[config.mk]
export PLATFORM = sky130hd
export DESIGN_NAME = tt_um_priority_decoder
export DESIGN_NICKNAME = d
export VERILOG_FILES = /design/src/rtl/prio_dec_pkg.sv /design/src/rtl/prio_dec_fifo.sv /design/src/rtl/tt_um_priority_decoder.sv
export SDC_FILE = /design/constraint.sdc
export NUM_CORES = 1
export LEC_CHECK = 0
export ABC_AREA = 1
export CORE_MARGIN = 5
export CORE_UTILIZATION = 50
export DETAILED_ROUTE_END_ITERATION = 6
export PLACE_DENSITY = 0.75
export SKIP_LAST_GASP = 1
export SYNTH_ARGS = -nofsm -noshare
export SYNTH_HDL_FRONTEND = slang
export SYNTH_SLANG_ARGS = --single-unit
[constraint.sdc]
create_clock -name clk -period 3.35 [get_ports clk]
set_input_delay 0.67 -clock clk [delete_from_list [all_inputs] [get_ports clk]]
set_output_delay 0.67 -clock clk [all_outputs]
set_load 0.02 [all_outputs]
[src/rtl/prio_dec_pkg.sv]
// Shared types and constants for the priority-code receive path.
package prio_dec_pkg;

  localparam int unsigned CODE_W   = 4;
  localparam int unsigned ONEHOT_W = 15;
  localparam int unsigned SYNC_W   = 7;

  localparam int unsigned CODE_LSB = 0;
  localparam int unsigned STRB_BIT = 4;
  localparam int unsigned NONE_BIT = 5;
  localparam int unsigned CLR_BIT  = 6;
  localparam int unsigned HOLD_BIT = 7;

  localparam logic [CODE_W-1:0] ILLEGAL_CODE = 4'hF;

  typedef enum logic [1:0] {
    IDLE  = 2'd0,
    DRIVE = 2'd1,
    GAP   = 2'd2
  } seq_state_e;

  typedef struct packed {
    logic              none;
    logic [CODE_W-1:0] code;
  } entry_t;

  // A none entry still occupies a slot but drives nothing.
  function automatic logic [ONEHOT_W-1:0] decode(entry_t e);
    return e.none ? '0 : (ONEHOT_W'(1) << e.code);
  endfunction

endpackage

[src/rtl/prio_dec_fifo.sv]
// Small code queue: flush wins, a push while full only lands if a pop frees a slot on the same edge.
module prio_dec_fifo
  import prio_dec_pkg::*;
#(
  parameter int unsigned DEPTH = 4
) (
  input  logic   clk,
  input  logic   rst_n,
  input  logic   flush,
  input  logic   push,
  input  entry_t push_data,
  input  logic   pop,
  output entry_t head_c,
  output logic   empty_c,
  output logic   full
);

  localparam int unsigned AW    = $clog2(DEPTH);
  localparam int unsigned CNT_W = AW + 1;

  entry_t           mem [DEPTH];
  logic [AW-1:0]    wr_ptr;
  logic [AW-1:0]    rd_ptr;
  logic [CNT_W-1:0] count;
  logic [CNT_W-1:0] count_nxt;
  logic             do_push;
  logic             do_pop;

  assign empty_c = (count == '0);
  assign head_c  = mem[rd_ptr];

  // An empty FIFO never pops, so a simultaneous push is not bypassed.
  always_comb begin
    do_pop    = pop && !empty_c;
    do_push   = push && ((count != CNT_W'(DEPTH)) || do_pop);
    count_nxt = count + CNT_W'(do_push) - CNT_W'(do_pop);
  end

  always_ff @(posedge clk or negedge rst_n) begin
    if (!rst_n) begin
      wr_ptr <= '0;
      rd_ptr <= '0;
      count  <= '0;
      full   <= 1'b0;
    end else if (flush) begin
      wr_ptr <= '0;
      rd_ptr <= '0;
      count  <= '0;
      full   <= 1'b0;
    end else begin
      if (do_push) wr_ptr <= wr_ptr + AW'(1);
      if (do_pop)  rd_ptr <= rd_ptr + AW'(1);
      count <= count_nxt;
      full  <= (count_nxt == CNT_W'(DEPTH));
    end
  end

  always_ff @(posedge clk) begin
    if (do_push && !flush) mem[wr_ptr] <= push_data;
  end

endmodule

[src/rtl/tt_um_priority_decoder.sv]
// Receive side of the priority-encoder link: sync, strobe edge, queue, one-hot sequencer.
module tt_um_priority_decoder
  import prio_dec_pkg::*;
#(
  parameter int unsigned PULSE_LEN   = 4,
  parameter int unsigned FIFO_DEPTH  = 4,
  parameter int unsigned SYNC_STAGES = 2
) (
  input  logic       clk,
  input  logic       rst_n,
  input  logic       ena,
  input  logic [7:0] ui_in,
  input  logic [7:0] uio_in,
  output logic [7:0] uo_out,
  output logic [7:0] uio_out,
  output logic [7:0] uio_oe
);

  localparam int unsigned CNT_W = (PULSE_LEN > 1) ? $clog2(PULSE_LEN) : 1;

  logic [SYNC_W-1:0]   sync_q [SYNC_STAGES];
  logic [SYNC_W-1:0]   synced;
  logic                strb_q;
  logic                clr_s;
  logic                hold;
  logic                push_c;
  logic                pop_c;
  entry_t              push_entry;
  entry_t              head_c;
  logic                empty_c;
  logic                fifo_full;
  seq_state_e          state;
  logic [CNT_W-1:0]    cnt;
  logic [ONEHOT_W-1:0] onehot;
  logic                unused_ok;

  assign unused_ok = &{1'b0, ena, uio_in};

  assign synced = sync_q[SYNC_STAGES-1];
  assign clr_s  = synced[CLR_BIT];
  assign hold   = ui_in[HOLD_BIT];

  // Edge state keeps tracking strb through clr, so a held strb is not re-pushed on release.
  always_ff @(posedge clk or negedge rst_n) begin
    if (!rst_n) begin
      for (int unsigned i = 0; i < SYNC_STAGES; i++) sync_q[i] <= '0;
      strb_q <= 1'b0;
    end else begin
      sync_q[0] <= ui_in[SYNC_W-1:0];
      for (int unsigned i = 1; i < SYNC_STAGES; i++) sync_q[i] <= sync_q[i-1];
      strb_q <= synced[STRB_BIT];
    end
  end

  always_comb begin
    push_entry.code = synced[CODE_LSB +: CODE_W];
    push_entry.none = synced[NONE_BIT] | (synced[CODE_LSB +: CODE_W] == ILLEGAL_CODE);
    push_c          = synced[STRB_BIT] & ~strb_q & ~clr_s;
    pop_c           = (state == IDLE) & ~empty_c & ~clr_s;
  end

  prio_dec_fifo #(
    .DEPTH(FIFO_DEPTH)
  ) u_fifo (
    .clk      (clk),
    .rst_n    (rst_n),
    .flush    (clr_s),
    .push     (push_c),
    .push_data(push_entry),
    .pop      (pop_c),
    .head_c   (head_c),
    .empty_c  (empty_c),
    .full     (fifo_full)
  );

  // Sequencer: PULSE_LEN cycles (or held) high, one GAP cycle low, one IDLE cycle.
  always_ff @(posedge clk or negedge rst_n) begin
    if (!rst_n) begin
      state  <= IDLE;
      cnt    <= '0;
      onehot <= '0;
    end else if (clr_s) begin
      state  <= IDLE;
      cnt    <= '0;
      onehot <= '0;
    end else begin
      case (state)
        IDLE: begin
          if (!empty_c) begin
            onehot <= decode(head_c);
            cnt    <= CNT_W'(PULSE_LEN - 1);
            state  <= DRIVE;
          end
        end
        DRIVE: begin
          if (hold) begin
            if (!empty_c) begin
              onehot <= '0;
              state  <= GAP;
            end
          end else if (cnt == '0) begin
            onehot <= '0;
            state  <= GAP;
          end else begin
            cnt <= cnt - CNT_W'(1);
          end
        end
        GAP:     state <= IDLE;
        default: state <= IDLE;
      endcase
    end
  end

  assign uo_out  = {fifo_full, onehot[14:8]};
  assign uio_out = onehot[7:0];
  assign uio_oe  = 8'hFF;

endmodule

**Word-level counts from Yosys, hierarchy flattened**

Memory sizes are Yosys's and may differ from the RTL's.
Index checks and enable logic that the tools add are counted.

- Shift-type cells: 1
- Equality and inequality tests: 9
- Bitwise gates (word level): 8
- $lt $le $gt $ge: 0
- Reduce and logical (&&, ||, !) cells: 15
- Div/mod/pow operators: 0
- Multiply operators: 0
- Add/subtract/negate cells: 5
- Multiplexer cells: 26

Operator list:

| kind | number |
|---|---|
| $mux 15 | 6 |
| $pmux 15 s2 | 1 |
| $mux 2 | 13 |
| $shl 1x4->15 const A | 1 |
| $ne 3x3->1 const B | 4 |
| $ne 4x4->1 const B | 2 |
| $pmux 2 s2 | 2 |
| $reduce_and 4->1 | 2 |
| $add 2x1->2 const B | 2 |
| $and 1x1->1 | 4 |
| $eq 4x4->1 const B | 1 |
| $logic_not 2->1 | 2 |
| $reduce_bool 2->1 | 2 |
| $add 3x1->3 | 1 |
| $eq 3x3->1 const B | 1 |
| $logic_and 1x1->1 | 3 |
| $logic_not 3->1 | 1 |
| $mux 1 | 3 |
| $mux 3 | 1 |
| $not 1->1 | 3 |
| $reduce_and 3->1 | 1 |
| $reduce_bool 3->1 | 1 |
| $sub 3x1->3 | 1 |
| $eq 2x1->1 const B | 1 |
| other kinds (4) | 5 |

- Bits in read-only memories: 0
- Word-level logic and storage cells: 75
- Output and inout bits: 24
- Bits of input ports: 19
- Memories: 1
- Latch bits: 0
- Register bits after elaboration: 42
- Bits in writable memories: 20

Memories:

| memory | words | width | rd ports | clocked after memory_dff | wr ports | line | RTL |
|---|---|---|---|---|---|---|---|
| u_fifo.mem | 4 | 5 | 1 | 0 | 1 | prio_dec_fifo.sv:21 | `entry_t mem [DEPTH];` |

**Depth between registers and ports, before layout**

- Word-level depth: 11
- Depth in mapped cells: 13
- Gate-level depth less buffers: 13

**Cells and area by module**

From an unflattened synthesis, not the netlist that was laid out.

- Cell total of the unflattened synthesis: 293
- Area total of the unflattened synthesis: 2827.7 sq um

Modules (own cells, without submodules):

| module | sequential area each (sq um) | cells an instance | area each (sq um) | times used |
|---|---|---|---|---|
| tt_um_priority_decoder | 850.8 | 173 | 1517.7 | 1 |
| prio_dec_fifo | 800.8 | 120 | 1310.0 | 1 |

**Worst setup path after synthesis**

No wires, ideal clock.

- Path kind: reg2reg
- Start point: register sync_q, in the netlist synced[6]
- End point: register u_fifo.full
- Data arrival time: 1.992 ns
- Library setup time: 0.116 ns
- Required time: 3.234 ns
- Stages on the path, launching flop included: 14
- Period minus slack after synthesis: 2.108 ns
- Buffers on the path: 0
- Path slack: 1.242 ns
- Cell sequence: dfrtp_1 -> inv_4 -> nand2_4 -> nor2_2 -> nand2_1 -> inv_1 -> ha_1 -> inv_1 -> ha_1 -> inv_1 -> fa_1 -> a21o_1 -> nand3_1 -> nor2_1

- Cells in the longest elaborated chain, start to end: 9
- Elaborated cells on any way between the ends: 10
- Classes of those cells: add/sub (2); eq/ne (1); mux (1); bitwise (3); reduce/logical (3)

Ends and longest elaborated chain:

| element | line | RTL |
|---|---|---|
| start, declared | tt_um_priority_decoder.sv:21 | `logic [SYNC_W-1:0] sync_q [SYNC_STAGES];` |
| $not 1->1 | tt_um_priority_decoder.sv:58, tt_um_priority_decoder.sv:59 |  |
| $and 1x1->1 | tt_um_priority_decoder.sv:59 | `pop_c = (state == IDLE) & ~empty_c & ~clr_s;` |
| $logic_and 1x1->1 | prio_dec_fifo.sv:34 | `do_pop = pop && !empty_c;` |
| $logic_or 1x1->1 | prio_dec_fifo.sv:35 | `do_push = push && ((count != CNT_W'(DEPTH)) \|\| do_pop);` |
| $logic_and 1x1->1 | prio_dec_fifo.sv:35 |  |
| $add 3x1->3 | prio_dec_fifo.sv:36 | `count_nxt = count + CNT_W'(do_push) - CNT_W'(do_pop);` |
| $sub 3x1->3 | prio_dec_fifo.sv:36 |  |
| $eq 3x3->1 | prio_dec_fifo.sv:54 | `full <= (count_nxt == CNT_W'(DEPTH));` |
| $mux 1 * | prio_dec_fifo.sv:45 | `end else if (flush) begin` |
| end signal, assigned | prio_dec_fifo.sv:54 |  |
| end, declared | prio_dec_fifo.sv:15 | `output logic full` |

Mark *: on every way between the ends. The rest lies on a longest branch, timed or not.
A chain may end at the register's enable or synchronous reset.

**Worst setup path in the final report**

Same ends and word-level chain as after synthesis.

==> results.md <==
- The run finished with clean final reports.
- The initial antenna violation count is 0.
- The top-area cell type share of the netlist area is a little under two fifths.
- In this run the vertical extent of the chip is 84.5 um.
- Of all flip-flops after synthesis, the portion carrying an async set or reset was approximately two thirds.
- The via count of the routed design is around 1900.
- The worst path uses between 60% and 70% of the clock period.
- The number of synthesized flops with an enable pin is 20.
- In this run the number of cells on the critical path is 13.
- The die covers about 0.007 sq mm.
- The worst setup path is captured at a flop.
- The total buffers and inverters traversed by the critical path is 4.
- The path type of the worst setup path is flop to flop.
- The worst hold path passes through 0 cells.
- Clock tree synthesis found a total of 62 sinks.
- The cell count of the worst reg-to-reg path is 13.
- For this run, the slowest stage of the critical path takes between 0.4 and 0.5 ns.
- Counting along the longest clock path gives a buffer depth of 2.
- The tree is rooted in a clkbuf_8.
- The post-route minimum period is 2.31 ns.
- The number of fill cells in the layout is approximately 480.
- The final wirelength is 4.41 mm.
- The number of input and output port buffers inserted is 25.
- Walking the worst path, the cells encountered are inv_4, nand2_4, nor2_2, nand2_1, inv_1, ha_1, inv_1, ha_1, inv_1, fa_1, a21o_1, nand3_1, nor2_1.
- Based on the critical path, the design can be clocked at up to 434 MHz.
- The transition time at the pin with the least slew margin is around 0.9 ns.
- Entering global routing, the biggest net connects 43 pins.
- After detailed placement, the design holds a cell count of around 380.
- The clock tree skew after final layout is roughly 0.0063 ns.
- The via count of the first global-routing pass came to approximately 1700.
- The count of different cell masters after synthesis is 25.
- The number of hold-repair buffers added at the cts stage is 0.
- The class of the worst hold path is flop to flop.
- In the final layout, the share of cells above drive strength 1 is around 10%.
- dfrtp_1 takes more of the synthesized area than any other cell.
- The clock slew seen by the registers of the worst setup and hold paths is roughly 0.070 ns.
- The number of nets in the finished design is around 350.
- The post-detailed-route via-to-cell ratio is roughly 4.7.
- The max-slew headroom at the worst pin is between 30 and 40%.
- The final HPWL from detailed placement is between 3 and 4 mm.
- The number of hold violations in the final report was 0.
- The worst-path cell with the longest stage delay is dfrtp_1.
- The initial cell density of the core is 51.0%.
- The highest net fanout along the worst path is 9.
- Synthesis produced a netlist whose cell count is 289.
- The number of cells upsized or downsized after cts is 0.
- For this design the ratio of total power to cell area is 686 mW/mm^2.
- After floorplanning, the core was divided into 27 placement rows.
- The nature of the critical path startpoint is a flop.
- The post-CTS setup-driven buffer insertion count is 0.
- In this run the remaining antenna-violating nets after routing total 0.
- The number of maximum-capacitance constraint violations is 0.
- The worst path required time is 3.58 ns.
- The kind of cell with the highest combined delay along the critical path is adder cells.
- For this design the static power due to leakage is about 0.0015 uW.
- The horizontal die dimension is between 80 and 90 um.
- The total track usage is roughly 13%.
- The post-synthesis instance area is approximately 0.0028 sq mm.
- The number of warnings reported in the yosys synthesis log is 0.
- The clock latency at the later pin of the worst-skew pair is approximately 0.33 ns.
- By area the synthesized netlist is led by dfrtp_1 38%, edfxtp_1 22%, nand2_1 13%.
- After detailed routing, the average wire length per cell comes to about 11 um.
- The highest ir drop seen on vdd is 0.000340 V.
- The area inside the core boundary is around 0.0054 sq mm.
- The H-tree depth reported by CTS is 3.
- The number of storage elements in the synthesis netlist is slightly above 60.
- TritonCTS built the clock tree.
- The max-slew violation count is 0.
- Of the synthesized area, sequential elements account for between 50% and 60%.
- The count of placed standard cells in the final layout, fillers left out is 395.
- In this run, the number of DRC markers left after iteration 0 of detailed routing was 110.
- The dominant synthesized flop cell is dfrtp_1.
- The accumulated negative setup slack is 0 ns.
- Setup violations remaining at the end of the flow were counted as 0.
- Setup repair after global routing left no endpoint under its margin.
- The number of diodes is 0.
- After detailed routing, the number of remaining DRC violations is 0.
- The I/O pin count is 43.
- At the worst endpoint, the arrival time is 2.53 ns.
- The cell repeated most along the worst path is inv_1.
- The routability congestion estimate is approximately 0.83.
- The signed area change from the synthesized netlist to the final layout is 15.5%.
- Averaged over all synthesized cells, the footprint is about 9.6 sq um.
- The first-pass detailed-route iteration total is 5.
- The first-pass GRT wire length is between 7 and 8 mm.
- The number of clock buffers added by TritonCTS is 9.
- The aggregate global routing overflow is 0.
-- flip-flops by register name, summed over array words and instances, names as in the netlist --
register       cells
u_fifo.mem        20
u_fifo.count       3
u_fifo.rd_ptr      2
cnt                2
onehot            15
u_fifo.wr_ptr      2
state              2
strb_q             1
synced             7
sync_q             7
u_fifo.full        1
-- layout by cell type (no fill, tap or decap), drive strengths merged --
master,synthesis,routed
nand4,1,1
edfxtp,20,20
a21oi,1,1
nor2,28,28
o211ai,1,1
o31ai,1,1
clkinvlp,0,3
nand2,104,104
conb,1,8
clkdlybuf4s50,0,24
buf,14,1
a21o,1,1
clkinv,0,1
nand3,32,32
fa,1,1
ha,7,7
a41o,1,1
inv,30,31
clkbuf,0,11
o21ai,4,4
dfrtp,42,42
-- final cells by class --
cell class              count  area, sq um  area share [%]
multi-input cells         190          921            28.8
repair buffers             25          245            7.66
flip-flops and latches     62         1650            51.6
clock inverters             5         33.8            1.06
inverters                  30          118            3.67
well taps                  72         90.1            2.81
clock buffers              11          141            4.42
-- power by group --
| group | internal (uW) | switching, uW |
|---|---|---|
| registers | 863 | 77.1 |
| clock network | 287 | 285 |
| logic | 236 | 448 |
| total | 1390 | 810 |
-- path summary, 6_finish.rpt --
path	slack (ns)	from	end
worst max-delay path	1.04	synced[6]	u_fifo.full
worst min-delay path	0.35	sync_q[9]	synced[2]
worst max register to register	1.04	synced[6]	u_fifo.full
worst min register to register	0.35	sync_q[9]	synced[2]
max in group asynchronous	2.32	rst_n	synced[1]
min in group asynchronous	0.46	rst_n	cnt[0]
-- worst reg2reg max path: stages, from the launching register on --
cell and delay, ns:
dfrtp_1 0.48, inv_4 0.15, nand2_4 0.06, nor2_2 0.14
nand2_1 0.14, inv_1 0.10, ha_1 0.22, inv_1 0.06
ha_1 0.14, inv_1 0.05, fa_1 0.37, a21o_1 0.16
nand3_1 0.08, nor2_1 0.05
-- kinds of logic after synthesis --
group	Yosys count	synth area share, %
AO/OA/AOI/OAI	9	2.08
adder cells (fa/ha/maj)	8	3.88
buffers and inverters	44	8.13
flip-flops	62	59.6
other	1	0.135
AND/OR/NAND/NOR	165	26.2
-- synth_stat cells (2+ instances only) --
cell      number
buf_2          2
inv_1         27
dfrtp_1       42
nand2_4        3
edfxtp_1      20
o21ai_0        4
nor2_2         5
nand2_1       96
buf_4         10
nor2_1        22
buf_6          2
nand3_1       32
nand2_2        5
ha_1           7
inv_4          2
-- metal layers --
layer  global-route usage [%]  routed length (um)
met4                     6.91                 108
met2                     23.3                2150
met3                     3.24                 243
met5                        0                   0
met1                     15.6                1900
-- through the flow --
stage | area (sq um) | setup slack (ns) | utilization (%) | power, uW | hold WS, ns
detailed placement | 3030 | 1.04 | 55.6 | 1640 | 0.337
floorplan | 2800 | 1.24 | - | 1520 | 0.331
global placement | 3030 | 1.07 | 55.6 | 1620 | 0.331
CTS | 3200 | 1.03 | 58.8 | 2220 | 0.353
finish | 3200 | 1.04 | 58.8 | 2200 | 0.350
global route | 3200 | 0.882 | 58.8 | 2360 | 0.356
(Power assumes the default switching activity.)
